**config.mk**
```make
export PLATFORM = sky130hd
export DESIGN_NAME = pattern_pwm_decoder
export DESIGN_NICKNAME = d
export VERILOG_FILES = /design/src/rtl/pattern_pkg.sv /design/src/rtl/pwm_in_sync.sv /design/src/rtl/pattern_pwm_decoder.sv
export SDC_FILE = /design/constraint.sdc
export NUM_CORES = 1
export LEC_CHECK = 0
export CAP_MARGIN = 25
export CORE_ASPECT_RATIO = 1.2
export CORE_UTILIZATION = 30
export CTS_BUF_LIST = sky130_fd_sc_hd__clkbuf_4 sky130_fd_sc_hd__clkbuf_8
export CTS_CLUSTER_DIAMETER = 120
export DETAILED_ROUTE_END_ITERATION = 8
export PLACE_DENSITY = 0.5
export SLEW_MARGIN = 20
export SYNTH_ARGS = -nofsm -noshare
export SYNTH_HDL_FRONTEND = slang
export SYNTH_SLANG_ARGS = --single-unit
export TNS_END_PERCENT = 30
```
**constraint.sdc**
```tcl
create_clock -name clk -period 7.65 [get_ports clk]
set_clock_uncertainty 0.05 [all_clocks]
set_input_delay 1.1475 -clock clk [delete_from_list [all_inputs] [get_ports clk]]
set_output_delay 1.1475 -clock clk [all_outputs]
set_load 0.005 [all_outputs]
```
**src/rtl/pattern_pkg.sv**
```systemverilog
// Shared definitions for the pattern PWM receive path: decoder state
// encoding, default pattern width and the pattern-length clamp.
package pattern_pkg;

    localparam int unsigned PAT_WIDTH_DEF = 8;

    typedef enum logic [1:0] {
        ST_IDLE   = 2'd0,
        ST_ACTIVE = 2'd1,
        ST_GAP    = 2'd2
    } dec_state_e;

    // Map a requested frame length onto 1..max_len (0 means one bit).
    function automatic logic [3:0] clamp_pat_len(input logic [3:0] len,
                                                 input logic [3:0] max_len);
        if (len == 4'd0) begin
            return 4'd1;
        end
        if (len > max_len) begin
            return max_len;
        end
        return len;
    endfunction

endpackage

```
**src/rtl/pwm_in_sync.sv**
```systemverilog
// Multi-flop synchronizer for an asynchronous 1-bit line followed by an
// edge-detect flop. level_o is the edge-detect flop itself, so it lines up
// with the cycle in which rise_o was reported: the cycle after a rise,
// level_o shows the first high sample of the line.
module pwm_in_sync #(
    parameter int unsigned STAGES = 2  // must be >= 2
) (
    input  logic clk,
    input  logic rst,
    input  logic async_i,
    output logic level_o,
    output logic rise_o
);

    logic [STAGES-1:0] sync_q;
    logic              edge_q;

    // Shift the async line through the synchronizer, then the edge flop.
    always_ff @(posedge clk) begin
        // NOTE: synchronous reset -- rst is only looked at on the clock edge,
        // so it must be held across at least one rising edge to take effect.
        if (rst) begin
            sync_q <= '0;
            edge_q <= 1'b0;
        end else begin
            // NOTE: non-blocking assignments let every flop sample the
            // previous value of its neighbour, forming a true shift chain.
            sync_q <= {sync_q[STAGES-2:0], async_i};
            edge_q <= sync_q[STAGES-1];
        end
    end

    assign level_o = edge_q;
    assign rise_o  = sync_q[STAGES-1] & ~edge_q;

endmodule

```
**src/rtl/pattern_pwm_decoder.sv**
```systemverilog
// Receive-side decoder for the pattern PWM line: recovers each frame's
// bit pattern, compares it with the expected pattern and keeps frame,
// mismatch and inter-frame gap statistics.
module pattern_pwm_decoder
    import pattern_pkg::*;
#(
    parameter int unsigned PAT_WIDTH   = PAT_WIDTH_DEF,
    parameter int unsigned SYNC_STAGES = 2
) (
    input  logic                 clk,
    input  logic                 rst,
    input  logic                 dec_en,
    input  logic                 pwm_in,
    input  logic [7:0]           duty_num,
    input  logic [3:0]           pat_len,
    input  logic [15:0]          min_gap,
    input  logic [PAT_WIDTH-1:0] pat_expect,
    output logic [PAT_WIDTH-1:0] pat_out,
    output logic                 pat_valid,
    output logic                 pat_match,
    output logic                 gap_err,
    output logic [15:0]          frame_cnt,
    output logic [7:0]           err_cnt,
    output logic                 busy
);

    logic line_level;
    logic line_rise;

    pwm_in_sync #(.STAGES(SYNC_STAGES)) u_sync (
        .clk     (clk),
        .rst     (rst),
        .async_i (pwm_in),
        .level_o (line_level),
        .rise_o  (line_rise)
    );

    dec_state_e           state_q, state_d;
    logic [7:0]           cyc_q, cyc_d;
    logic [3:0]           bit_q, bit_d;
    logic [PAT_WIDTH-1:0] shift_q, shift_d;
    logic [15:0]          gap_q, gap_d;
    // Per-frame configuration snapshot.
    logic [7:0]           duty_q, duty_d;
    logic [3:0]           len_q, len_d;
    logic [15:0]          min_gap_q, min_gap_d;
    logic [PAT_WIDTH-1:0] expect_q, expect_d;
    // Output registers.
    logic [PAT_WIDTH-1:0] pat_out_q, pat_out_d;
    logic                 pat_valid_q, pat_valid_d;
    logic                 pat_match_q, pat_match_d;
    logic                 gap_err_q, gap_err_d;
    logic [15:0]          frame_q, frame_d;
    logic [7:0]           err_q, err_d;

    logic                 start_frame;
    logic                 is_match;
    logic [PAT_WIDTH-1:0] bit_sel;
    logic [PAT_WIDTH-1:0] len_mask;
    logic [16:0]          gap_next;
    logic [7:0]           err_sat;

    assign bit_sel  = PAT_WIDTH'(1) << bit_q;
    // len_q == PAT_WIDTH wraps the shift to zero, giving an all-ones mask.
    assign len_mask = (PAT_WIDTH'(1) << len_q) - PAT_WIDTH'(1);
    // Low cycles in GAP including the current one (the cycle before a rise
    // is always low).
    assign gap_next = {1'b0, gap_q} + 17'd1;
    assign err_sat  = (err_q == 8'hFF) ? err_q : err_q + 8'd1;

    // State and datapath registers.
    always_ff @(posedge clk) begin
        if (rst) begin
            state_q     <= ST_IDLE;
            cyc_q       <= '0;
            bit_q       <= '0;
            shift_q     <= '0;
            gap_q       <= '0;
            duty_q      <= '0;
            len_q       <= 4'd1;
            min_gap_q   <= '0;
            expect_q    <= '0;
            pat_out_q   <= '0;
            pat_valid_q <= 1'b0;
            pat_match_q <= 1'b0;
            gap_err_q   <= 1'b0;
            frame_q     <= '0;
            err_q       <= '0;
        end else begin
            state_q     <= state_d;
            cyc_q       <= cyc_d;
            bit_q       <= bit_d;
            shift_q     <= shift_d;
            gap_q       <= gap_d;
            duty_q      <= duty_d;
            len_q       <= len_d;
            min_gap_q   <= min_gap_d;
            expect_q    <= expect_d;
            pat_out_q   <= pat_out_d;
            pat_valid_q <= pat_valid_d;
            pat_match_q <= pat_match_d;
            gap_err_q   <= gap_err_d;
            frame_q     <= frame_d;
            err_q       <= err_d;
        end
    end

    // Next-state logic: bit timing, frame completion, gap checking.
    always_comb begin
        // NOTE: every variable gets a default first, so no path through the
        // case statement can leave one unassigned and infer a latch.
        state_d     = state_q;
        cyc_d       = cyc_q;
        bit_d       = bit_q;
        shift_d     = shift_q;
        gap_d       = gap_q;
        duty_d      = duty_q;
        len_d       = len_q;
        min_gap_d   = min_gap_q;
        expect_d    = expect_q;
        pat_out_d   = pat_out_q;
        pat_valid_d = 1'b0;
        pat_match_d = pat_match_q;
        gap_err_d   = 1'b0;
        frame_d     = frame_q;
        err_d       = err_q;
        start_frame = 1'b0;
        is_match    = 1'b0;

        if (!dec_en) begin
            state_d = ST_IDLE;
        end else begin
            unique case (state_q)
                ST_IDLE: begin
                    if (line_rise) begin
                        start_frame = 1'b1;
                    end
                end
                ST_ACTIVE: begin
                    if (cyc_q == (duty_q >> 1) && line_level) begin
                        shift_d = shift_q | bit_sel;
                    end
                    if (cyc_q == duty_q) begin
                        cyc_d = '0;
                        if (bit_q == len_q - 4'd1) begin
                            // shift_d already holds a last bit sampled this cycle.
                            is_match    = ((shift_d ^ expect_q) & len_mask) == '0;
                            state_d     = ST_GAP;
                            gap_d       = '0;
                            pat_out_d   = shift_d;
                            pat_valid_d = 1'b1;
                            pat_match_d = is_match;
                            frame_d     = frame_q + 16'd1;
                            if (!is_match) begin
                                err_d = err_sat;
                            end
                        end else begin
                            bit_d = bit_q + 4'd1;
                        end
                    end else begin
                        cyc_d = cyc_q + 8'd1;
                    end
                end
                ST_GAP: begin
                    if (line_rise) begin
                        if (gap_next < {1'b0, min_gap_q}) begin
                            gap_err_d = 1'b1;
                            err_d     = err_sat;
                        end
                        start_frame = 1'b1;
                    end else if (!line_level && gap_q != 16'hFFFF) begin
                        gap_d = gap_q + 16'd1;
                    end
                end
                default: state_d = ST_IDLE;
            endcase

            if (start_frame) begin
                state_d   = ST_ACTIVE;
                cyc_d     = '0;
                bit_d     = '0;
                shift_d   = '0;
                duty_d    = duty_num;
                len_d     = clamp_pat_len(pat_len, 4'(PAT_WIDTH));
                min_gap_d = min_gap;
                expect_d  = pat_expect;
            end
        end
    end

    assign pat_out   = pat_out_q;
    assign pat_valid = pat_valid_q;
    assign pat_match = pat_match_q;
    assign gap_err   = gap_err_q;
    assign frame_cnt = frame_q;
    assign err_cnt   = err_q;
    assign busy      = (state_q == ST_ACTIVE);

endmodule

```
==> Word level (Yosys, flattened, before mapping) <==
Cells that the tools add are included.
{ "op_classes": {"n_bitwise": 11, "n_eq_ne": 18, "shift": 2, "n_mux": 44, "reduce_logical": 22, "n_lt_le_gt_ge": 2, "add_sub_neg": 8} }
{ "ops": {"columns": ["op", "count"], "rows": [
  ["8-bit two-way mux", 14],
  ["16-bit two-way mux", 4],
  ["16-bit by 1-bit adder with 16-bit output, second input constant", 2],
  ["4-bit two-way mux", 8],
  ["16-bit one-hot mux with 2 select lines", 1],
  ["16-bit by 1-bit adder with 17-bit output, second input constant", 1],
  ["17-bit by 16-bit < comparator with 1-bit output", 1],
  ["8-bit by 1-bit adder with 8-bit output, second input constant", 2],
  ["16-bit inequality test, second input constant", 1],
  ["8-bit one-hot mux with 2 select lines", 1],
  ["1-bit by 4-bit << shifter with 8-bit output, first input constant", 2],
  ["1-bit two-way mux", 13],
  ["2-bit inequality test, second input constant", 5],
  ["8-bit AND", 1],
  ["8-bit by 7-bit equality test with 1-bit output", 1],
  ["8-bit equality test", 1],
  ["8-bit equality test, second input constant", 1],
  ["8-bit logical NOT", 1],
  ["2-bit by 1-bit inequality test with 1-bit output, second input constant", 4],
  ["8-bit OR", 1],
  ["4-bit AND reduction", 2],
  ["4-bit OR reduction", 2],
  ["8-bit by 2-bit subtractor with 8-bit output, second input constant", 1],
  ["8-bit XOR", 1],
  ["other kinds (22)", 36]
]} }
{ "totals": {"input_bits": 40, "ff_bits": 112, "out_inout_bits": 36} }

==> Longest topological paths before layout <==
Gate-level depths: netlist of the first run.
{ "logic_depth": {"ltp_word": 12, "mapped_depth": 13, "mapped_depth_nobuf": 13} }

==> Hierarchy <==
A second synthesis of the first run with hierarchy kept.
{ "unflattened": {"hier_cells": 766, "area_unflattened_um2": 6147.1} }
{ "by_module_without_submodules": {"columns": ["mod", "cells_each", "instances", "seq_area_each_um2", "area_per_inst_um2"], "rows": [
  ["pattern_pwm_decoder", 759, 1, 2182.1, 6059.6],
  ["pwm_in_sync", 7, 1, 60.1, 87.6]
]} }

==> Worst setup path before layout of the first run <==
OpenSTA, ideal clock, no wires.
{ "synth_path": {"path_kind": "reg-to-reg", "start": "reg gap_q[0]", "end": "reg err_q[5], in the netlist err_cnt[5]", "stages_incl_launch_ff": 14, "setup_time_ns": 0.123, "t_arrival_ns": 3.131, "path_slack_ns": 4.346, "required_time_ns": 7.477, "path_buffers": 0, "path_cell_list": "dfxtp_1 > ha_1 > nand3_1 > nor2b_1 > and3_1 > xor2_1 > ha_1 > a21o_1 > a21o_1 > a21oi_1 > a2bb2oi_1 > o211ai_2 > a2111oi_1 > mux2_1"} }
{ "synth_between": {"elab_chain_cells": 4} }
{ "synth_lines": {"columns": ["element", "line", "text"], "rows": [
  ["start, declared", "pattern_pwm_decoder.sv:42", "logic [15:0] gap_q, gap_d;"],
  ["start signal, assigned", "pattern_pwm_decoder.sv:94", "gap_q <= gap_d;"],
  ["16-bit by 1-bit adder with 17-bit output", "pattern_pwm_decoder.sv:68", "assign gap_next = {1'b0, gap_q} + 17'd1;"],
  ["17-bit by 16-bit < comparator with 1-bit output", "pattern_pwm_decoder.sv:166", "if (gap_next < {1'b0, min_gap_q}) begin"],
  ["2-bit inequality test (no line)", null, null],
  ["7-bit AND reduction (no line)", null, null],
  ["end signal, assigned", "pattern_pwm_decoder.sv:104", "err_q <= err_d;"],
  ["end, declared", "pattern_pwm_decoder.sv:54", "logic [7:0] err_q, err_d;"]
]} }
Every way passes these cells.
A chain may end at the register's enable or synchronous reset.

==> Worst setup path in the final report of the first run <==
Ends and elaborated chain as after synthesis.

==> impl_metrics.yaml, run 1 <==
floorplan:
  core_area_um2: 20470
  start_util_pct: 30.84
  ios: 76
  die_w_um: 134.4
  dieArea_um2: 21630
  row_count: 57
  die_y_um: 160.9
final_layout:
  multi_input_area_um2: 3777
  drive_above_1_share_pct: 5.755
  antennaDiodeCount: 0
  nets: 904
  area.growth.synth_to_final_pct: 18.57
  seqCellArea_um2: 2242
  nFillCells: 2187
  fin_util_pct: 36.57
route:
  drc: 0
  viasPerCell: 4.872
  vias: 5354
  post_drt_wl_per_cell_um: 14.43
  final_antenna_net_count: 0
  drt-total-wl_um: 15860
  drtIter0Drc: 246
  dr.pass1.iters: 4
clock_network:
  cts_setup_buffers: 0
  numClockSinks: 112
  cts-root-buf: "clkbuf_8"
  clk_latency_ns: 0.38
  cts_max_path_buffers: 2
  postCtsHoldBufs: 0
  numCtsBuffers: 9
  clkTransAtPathRegs_ns: 0.10
  cts_tree: "yes"
  ctsResizeCount: 0
  h-tree-depth: 3
outcome:
  outcome: "finished, final reports clean"
sta:
  min_period_ns: 3.723
  grt_setup_unrepaired: "false"
  finalSetupTns_ns: 0
  final_hold_viol_count: 0
  worstMarginPinSlew_ns: 0.8959
  setup_viol: 0
  slew_viol_final: 0
  max_slew_margin_pct: 40.28
  max_freq_mhz: 268.6
  post-route-period-util_pct: 48.67
global_routing:
  antenna_found_initial: 0
  grt_max_degree: 65
  grt_pass1_wl_um: 25940
  grt_overflow: 0
  grt_use_total_pct: 15.18
  grt_pass1_vias: 5098
  met1_usage_pct: 20.30
  gr-usage-met3_pct: 2.020
  grtUsageMet2_pct: 24.59
  busiest_layer: "met2"
synth:
  synth_edf_count: 0
  ys.flop_type: "dfxtp_1"
  syn_avg_cell_area_um2: 8.134
  postSynthCellCount: 776
  seq_area_frac_synth_pct: 35.52
  synth_area_um2: 6312
  synth_cell_type_count: 67
  yosysWarnings: 0
  synth_fp_nets: 850
  async_flop_share_pct: 0
  synth-seq-cells: 112
worst_setup_path:
  crit_path_cell_trace: "ha_1 -> nand3_1 -> nor2b_1 -> and3_1 -> xor2_1 -> ha_1 -> a21o_1 -> a21o_1 -> a21oi_1 -> a2bb2oi_1 -> o211ai_2 -> a2111oi_1 -> mux2_1"
  crit_path_end_kind: "flip-flop"
  max_stage_delay_ns: 0.47
  cp.arrival_ns: 3.96
  startpoint_type: "flip-flop"
  cp_max_fo: 7
  crit_required_ns: 7.89
  crit_type: "flip-flop to flip-flop"
  cp_slowest_cell: "a2111oi_1"
worst_hold_path:
  min_path_type: "flip-flop to flip-flop"
flow_run:
  maxCapViolCount: 0
placement:
  place_congestion: 0.8084
  io_buffer_count: 75
  dp_hpwl_um: 11390
power:
  vdd_drop_max_mv: 0.07907
  power-per-cell-area_nw_per_um2: 146.0
  p_leak_nw: 2.602
worst max-delay path: cells and delay by family, from the launching register on:
kind                       cells  cell delay, ns
xor gates and xnor gates       1            0.20
muxes                          1            0.35
DFF                            1            0.41
and+or+nand+nor                3            0.62
adders and majority gates      2            0.57
AOI/OAI and AO/OA              6            1.43
power by group:
| group | switching (W) | internal [W] |
|---|---|---|
| combinational | 0.0000513 | 0.0000407 |
| sequential | 0.00000557 | 0.000589 |
| clock | 0.000203 | 0.000204 |
| total | 0.000259 | 0.000833 |
placed cells by master, fill, tap and decap left out, drive strengths merged, types with 22 or more instances in the layout:
cell           netlist  layout
a21oi               82      82
clkdlybuf4s50        0      74
dfxtp              112     112
ha                  34      34
inv                 35      35
nand2              112     112
nand3               25      25
nor2                67      67
nor2b               22      22
o21ai               22      22
xnor2               33      33
xor2                25      25
sequential cells by signal, summed over array words and instances, names as in the netlist:
name	cells
bit_q	4
cyc_q	8
duty_q	8
err_cnt	8
expect_q	8
frame_cnt	16
gap_err	1
gap_q	16
len_q	4
min_gap_q	16
pat_match	1
pat_out	8
pat_valid	1
shift_q	8
state_q	2
u_sync.level_o	1
u_sync.sync_q	2
synthesized netlist by cell type, drive strengths merged (8+ instances only):
cell	n	area, µm²
inv	35	131.4
and3	9	56.30
xnor2	33	289.0
nand2b	8	50.05
nor2b	22	137.6
nor4	13	161.4
o21ai	22	113.9
a211oi	15	122.6
nand4	17	106.4
dfxtp	112	2242
nand2	112	422.9
buf	10	62.56
a21oi	82	417.9
nor3	17	100.1
clkbuf	26	98.84
or3	11	73.82
ha	34	425.4
and2	11	68.82
nor2	67	251.5
xor2	25	219.0
nand3	25	125.1
layer usage:
metal	wire, µm	share of wire, %
met1	7871	50
met2	7139	45
met5	0	0
met3	587	3.7
met4	263	1.7
logic make-up after synthesis:
| group | Yosys count | share of synthesized area (%) |
|---|---|---|
| buf+inv | 71 | 4.638 |
| flops | 112 | 35.52 |
| xor+xnor | 58 | 8.048 |
| mux | 10 | 1.725 |
| fa+ha+maj | 34 | 6.739 |
| simple gates | 339 | 28.36 |
| compound gates | 152 | 14.97 |
per-stage QoR:
stage          hold slack (ns)  total power, W  setup WS, ns  cells  cell area [µm²]
4_1_cts                 0.4126        0.001114         3.889   1099             7485
5_1_grt                 0.4316        0.001150         3.571   1099             7485
3_3_place_gp            0.3934       0.0007011         4.004   1084             7261
2_1_floorplan           0.3638       0.0006599         4.346    776             6312
6_report                0.4115        0.001093         3.927   1099             7485
3_5_place_dp            0.3963       0.0007011         3.911   1084             7261
final cells by class:
cell class / instances / share of cell area [%]
Multi-Input combinational cell: 593 / 50.47
Tap cell: 265 / 4.430
Inverter: 35 / 1.755
Clock buffer: 12 / 2.123
Timing Repair Buffer: 79 / 10.40
Clock inverter: 3 / 0.8693
Sequential cell: 112 / 29.96
path summary, 6_finish.rpt:
kind	from	endpoint	slack [ns]	depth (start not counted)
hold / removal	min_gap_q[14]	min_gap_q[14]	0.41	2
setup reg to reg	gap_q[0]	err_cnt[5]	3.93	13
setup / recovery	gap_q[0]	err_cnt[5]	3.93	13
hold reg to reg	min_gap_q[14]	min_gap_q[14]	0.41	2
(Power assumes the default switching activity.)
==> run 2, diff against run 1 <==
Settings changed: PLACE_DENSITY 0.5 to 0.52.
Clock period 7.65 ns to 3.39 ns, I/O delays scaled along.
==> run 2 against run 1 <==
Against the previous run:
- total power is 130% higher
- sequential power up 130%
- worst hold slack worse by 0.0030 ns
- core utilization grew 1.3 points
- register-to-register slack worse by 3.8 ns
- cell area grew 3.5%
- flip-flop and latch count is the same
- largest power group unchanged
- wire length grew 0.58%
- fmax increased by 16%
- via count grew 2.4%
- first-iteration DRC count rose by 15%
- global-route usage up 0.40 points
==> impl_metrics.yaml, run 2 (synthesis results as in run 1) <==
outcome:
  outcome: "finished, final reports clean"
global_routing:
  grt_pass1_vias: 5373
  grt_pass1_wl_um: 26830
  grt_overflow: 0
  grt_use_total_pct: 15.59
  grt_max_degree: 59
  antenna_found_initial: 0
placement:
  dp_hpwl_um: 11750
  io_buffer_count: 75
  place_congestion: 0.8385
sta:
  post-route-period-util_pct: 94.96
  grt_setup_unrepaired: "false"
  min_period_ns: 3.219
  setup_viol: 0
  max_freq_mhz: 310.6
  hold_slack_ns: 0.4085
  slew_viol_final: 0
  worstMarginPinSlew_ns: 0.6312
  final_hold_viol_count: 0
  max_slew_margin_pct: 57.64
worst_setup_path:
  reg2reg_to: "err_cnt[6]"
  reg2reg_slack_ns: 0.17
  cp.arrival_ns: 3.45
  startpoint_type: "flip-flop"
  crit_required_ns: 3.62
  crit_type: "flip-flop to flip-flop"
  crit_path_start: "gap_q[4]"
  worst-r2r-cell-count: 14
  cp_max_fo: 6
  crit_path_end_kind: "flip-flop"
  rr_startpoint: "gap_q[4]"
  critPathCapture: "err_cnt[6]"
route:
  drc: 0
  viasPerCell: 4.869
  vias: 5483
  dr.pass1.iters: 4
  post_drt_wl_per_cell_um: 14.17
  drt-total-wl_um: 15950
  final_antenna_net_count: 0
  drtIter0Drc: 282
final_layout:
  area.growth.synth_to_final_pct: 22.70
  antennaDiodeCount: 0
  drive_above_1_share_pct: 10.45
  seqCellArea_um2: 2246
  nFillCells: 2199
  final_cell_mix: "nand2_1, dfxtp_1, a21oi_1"
  nets: 931
  fin_util_pct: 37.84
  layout_commonest_cell: "nand2_1"
  multi_input_area_um2: 3831
power:
  power-per-cell-area_nw_per_um2: 319.4
  vdd_drop_max_mv: 0.1673
  finalPower_w: 0.002474
  p_leak_nw: 2.736
clock_network:
  numCtsBuffers: 9
  h-tree-depth: 3
  clk_latency_ns: 0.38
  cts_tree: "yes"
  postCtsHoldBufs: 0
  cts-root-buf: "clkbuf_8"
  cts_max_path_buffers: 2
  clkTransAtPathRegs_ns: 0.10
  numClockSinks: 112
worst_hold_path:
  min_path_type: "flip-flop to flip-flop"
  min_from: "min_gap_q[10]"
floorplan:
  start_util_pct: 30.84
  row_count: 57
  die_y_um: 160.9
  core_area_um2: 20470
  dieArea_um2: 21630
  ios: 76
  die_w_um: 134.4
flow_run:
  maxCapViolCount: 0
==> run 2: cell types whose count changed in the layout (fill, tap and decap cells not counted), sizes merged <==
| cell | before | now |
|---|---|---|
| buf | 5 | 32 |
==> run 2: final cells by class <==
type                       instances  share of cell area, %
tap                              265                  4.281
clock buffer                      12                  2.052
timing repair buffer             106                  12.67
multi-input combinational        593                  49.47
sequential                       112                  29.00
clock inverter                     3                 0.8401
inverter                          35                  1.696
==> run 2: power by group <==
part	leakage (nW)	internal (W)	switching [W]	total, W
registers	0.905	0.00133	0.0000108	0.00134
clock network	0.116	0.000461	0.000457	0.000918
logic	1.71	0.0000987	0.000119	0.000217
total	2.74	0.00189	0.000586	0.00247
==> run 2: worst min path at each step <==
stage               cells past startpoint               end  slack [ns]
floorplan                               1  u_sync.sync_q[1]        0.36
global placement                        2      min_gap_q[7]        0.39
detailed placement                      2     min_gap_q[10]        0.40
CTS                                     2     min_gap_q[10]        0.41
global route                            2     min_gap_q[13]        0.43
finish                                  2     min_gap_q[10]        0.41
==> run 2: per-layer routing <==
metal	vias to the layer above	global-route usage, %	wire length (µm)
met5	-	0	0
met4	0	5.414	233
met3	13	1.989	522
met2	99	25.53	7104
met1	2532	20.94	8091
li1	2839	-	-
==> run 2: repair_timing <==
action	4_1_cts	5_1_grt
gates resized for setup	2	13
pin swaps	0	2
endpoints found under the setup margin	6	7
setup buffers	0	0
==> run 2: metrics by stage <==
stage	setup WS, ns	cell area [µm²]	cells	TNS (ns)
2_1_floorplan	0.08566	6312	776	0
3_3_place_gp	0.06137	7463	1111	0
3_5_place_dp	-0.04537	7463	1111	-0.04537
4_1_cts	0.01766	7699	1126	0
5_1_grt	0.01211	7745	1126	0
6_report	0.1707	7745	1126	0
==> run 2: critical path: stages (launching register included) <==
cell and delay (ns):
dfxtp_2 0.36, and3_4 0.20, nand3_1 0.12, nor2b_2 0.17, and3_1 0.21, xor2_2 0.17
ha_1 0.27, a21o_1 0.16, a21o_1 0.18, a21oi_2 0.14, a2bb2oi_2 0.20, o211ai_2 0.13
buf_4 0.19, a211oi_1 0.24, mux2_1 0.34
==> run 3, diff against run 2 <==
Settings changed: CORE_UTILIZATION 30 to 42, PLACE_DENSITY 0.52 to 0.67.
==> run 3 against run 2 <==
Against the previous run:
- clock power shrank 16%
- final cell count shrank 6.0%
- sequential power is essentially flat
- non-clock buffer count shrank 4
- highest routed layer unchanged
==> impl_metrics.yaml, run 3 (synthesis results as in run 1) <==
worst_setup_path:
  crit_type: "flip-flop to flip-flop"
  crit_path_cell_trace: "and3_4 -> nand3_1 -> nor2b_2 -> and3_1 -> xor2_2 -> ha_1 -> a21o_1 -> a21o_1 -> a21oi_1 -> a2bb2oi_2 -> o211ai_2 -> buf_4 -> a211oi_1 -> mux2_1"
  cp.arrival_ns: 3.52
  reg2reg_slack_ns: 0.12
  crit_path_end_kind: "flip-flop"
  worst-r2r-cell-count: 14
  crit_required_ns: 3.64
  cp_num_buf_inv: 1
  cp_slowest_cell: "dfxtp_1"
  crit_top_cell: "a21o_1"
  startpoint_type: "flip-flop"
  path_depth: 14
  max_stage_delay_ns: 0.38
  crit_family: "compound AO/OA/AOI/OAI gates"
  cp_max_fo: 6
flow_run:
  maxCapViolCount: 0
route:
  drtIter0Drc: 270
  post_drt_wl_per_cell_um: 13.75
  vias: 5460
  drc: 0
  viasPerCell: 5.161
  drt-total-wl_um: 14550
  final_antenna_net_count: 0
  dr.pass1.iters: 4
clock_network:
  h-tree-depth: 3
  cts_max_path_buffers: 2
  clk_latency_ns: 0.40
  cts_tree: "yes"
  clkTransAtPathRegs_ns: 0.10
  numCtsBuffers: 9
  cts-root-buf: "clkbuf_8"
  numClockSinks: 112
power:
  finalPower_w: 0.002328
  p_leak_nw: 2.692
  vdd_drop_max_mv: 0.1868
  power-per-cell-area_nw_per_um2: 307.5
sta:
  min_period_ns: 3.267
  setup_viol: 0
  grt_setup_unrepaired: "true"
  slew_viol_final: 0
  worstMarginPinSlew_ns: 0.6182
  final_hold_viol_count: 0
  hold_slack_ns: 0.3984
  max_slew_margin_pct: 58.51
  max_freq_mhz: 306.1
  post-route-period-util_pct: 96.36
final_layout:
  final_cell_mix: "nand2_1, dfxtp_1, a21oi_1"
  nFillCells: 1427
  layout_commonest_cell: "nand2_1"
  drive_above_1_share_pct: 9.557
  antennaDiodeCount: 0
  area.growth.synth_to_final_pct: 19.96
  final_cells: 1058
  nets: 927
  final_area_um2: 7572
  fin_util_pct: 52.10
placement:
  place_area_um2: 7345
  dp_hpwl_um: 10580
  io_buffer_count: 75
  place_congestion: 0.8637
  dp.cells: 1041
floorplan:
  core_area_um2: 14530
  die_w_um: 113.9
  die_y_um: 136.3
  start_util_pct: 43.43
  dieArea_um2: 15530
  ios: 76
  row_count: 48
outcome:
  outcome: "finished, final reports clean"
worst_hold_path:
  whs_path_depth: 1
  min_path_type: "flip-flop to flip-flop"
global_routing:
  antenna_found_initial: 0
  grt_overflow: 0
  grt_pass1_vias: 5123
  grt_use_total_pct: 19.73
  grt_pass1_wl_um: 24480
  grt_max_degree: 63
-- run 3: cell count changes in the layout (fill, tap and decap cells not counted), moves of 2 or more --
cell	previous run	this run
a211oi_1	9	11
a211oi_2	6	4
buf_4	32	28
bufinv_16	2	0
clkinv_2	1	3
-- run 3: final cells by class --
class                           count  area, µm²  area share [%]
Clock buffer                       11      151.4           1.999
Clock inverter                      5      31.28          0.4131
Inverter                           35      131.4           1.735
Multi-Input combinational cell    593       3812           50.35
Sequential cell                   112       2245           29.64
Tap cell                          200      250.2           3.305
Timing Repair Buffer              102      950.9           12.56
-- run 3: routing by layer --
metal	track usage [%]	routed length [µm]
met3	2.853	584
met4	9.019	299
met2	31.61	6395
met1	26.22	7267
met5	0	0
-- run 3: final timing paths --
kind                                          to              from
worst max-delay path                  err_cnt[3]          gap_q[4]
worst min-delay path            u_sync.sync_q[1]  u_sync.sync_q[0]
worst max register to register        err_cnt[3]          gap_q[4]
worst min register to register  u_sync.sync_q[1]  u_sync.sync_q[0]
-- run 3: timing repair --
item	4_1_cts	5_1_grt
resized for setup	0	10
hold endpoints to repair	0	0
setup buffers	0	1
hold buffers	0	0
endpoints found under the setup margin	0	8
-- run 3: report_power, final --
| part | total, W | internal [W] | switching (W) |
|---|---|---|---|
| combinational | 0.000218 | 0.000102 | 0.000116 |
| clock | 0.000771 | 0.000305 | 0.000466 |
| sequential | 0.00134 | 0.00133 | 0.0000108 |
| total | 0.00233 | 0.00174 | 0.000592 |
-- run 3: stage by stage --
stage / setup slack [ns] / TNS, ns
2_1_floorplan: 0.08566 / 0
3_3_place_gp: 0.1071 / 0
3_5_place_dp: 0.03875 / 0
4_1_cts: 0.01213 / 0
5_1_grt: -0.06138 / -0.1242
6_report: 0.1233 / 0
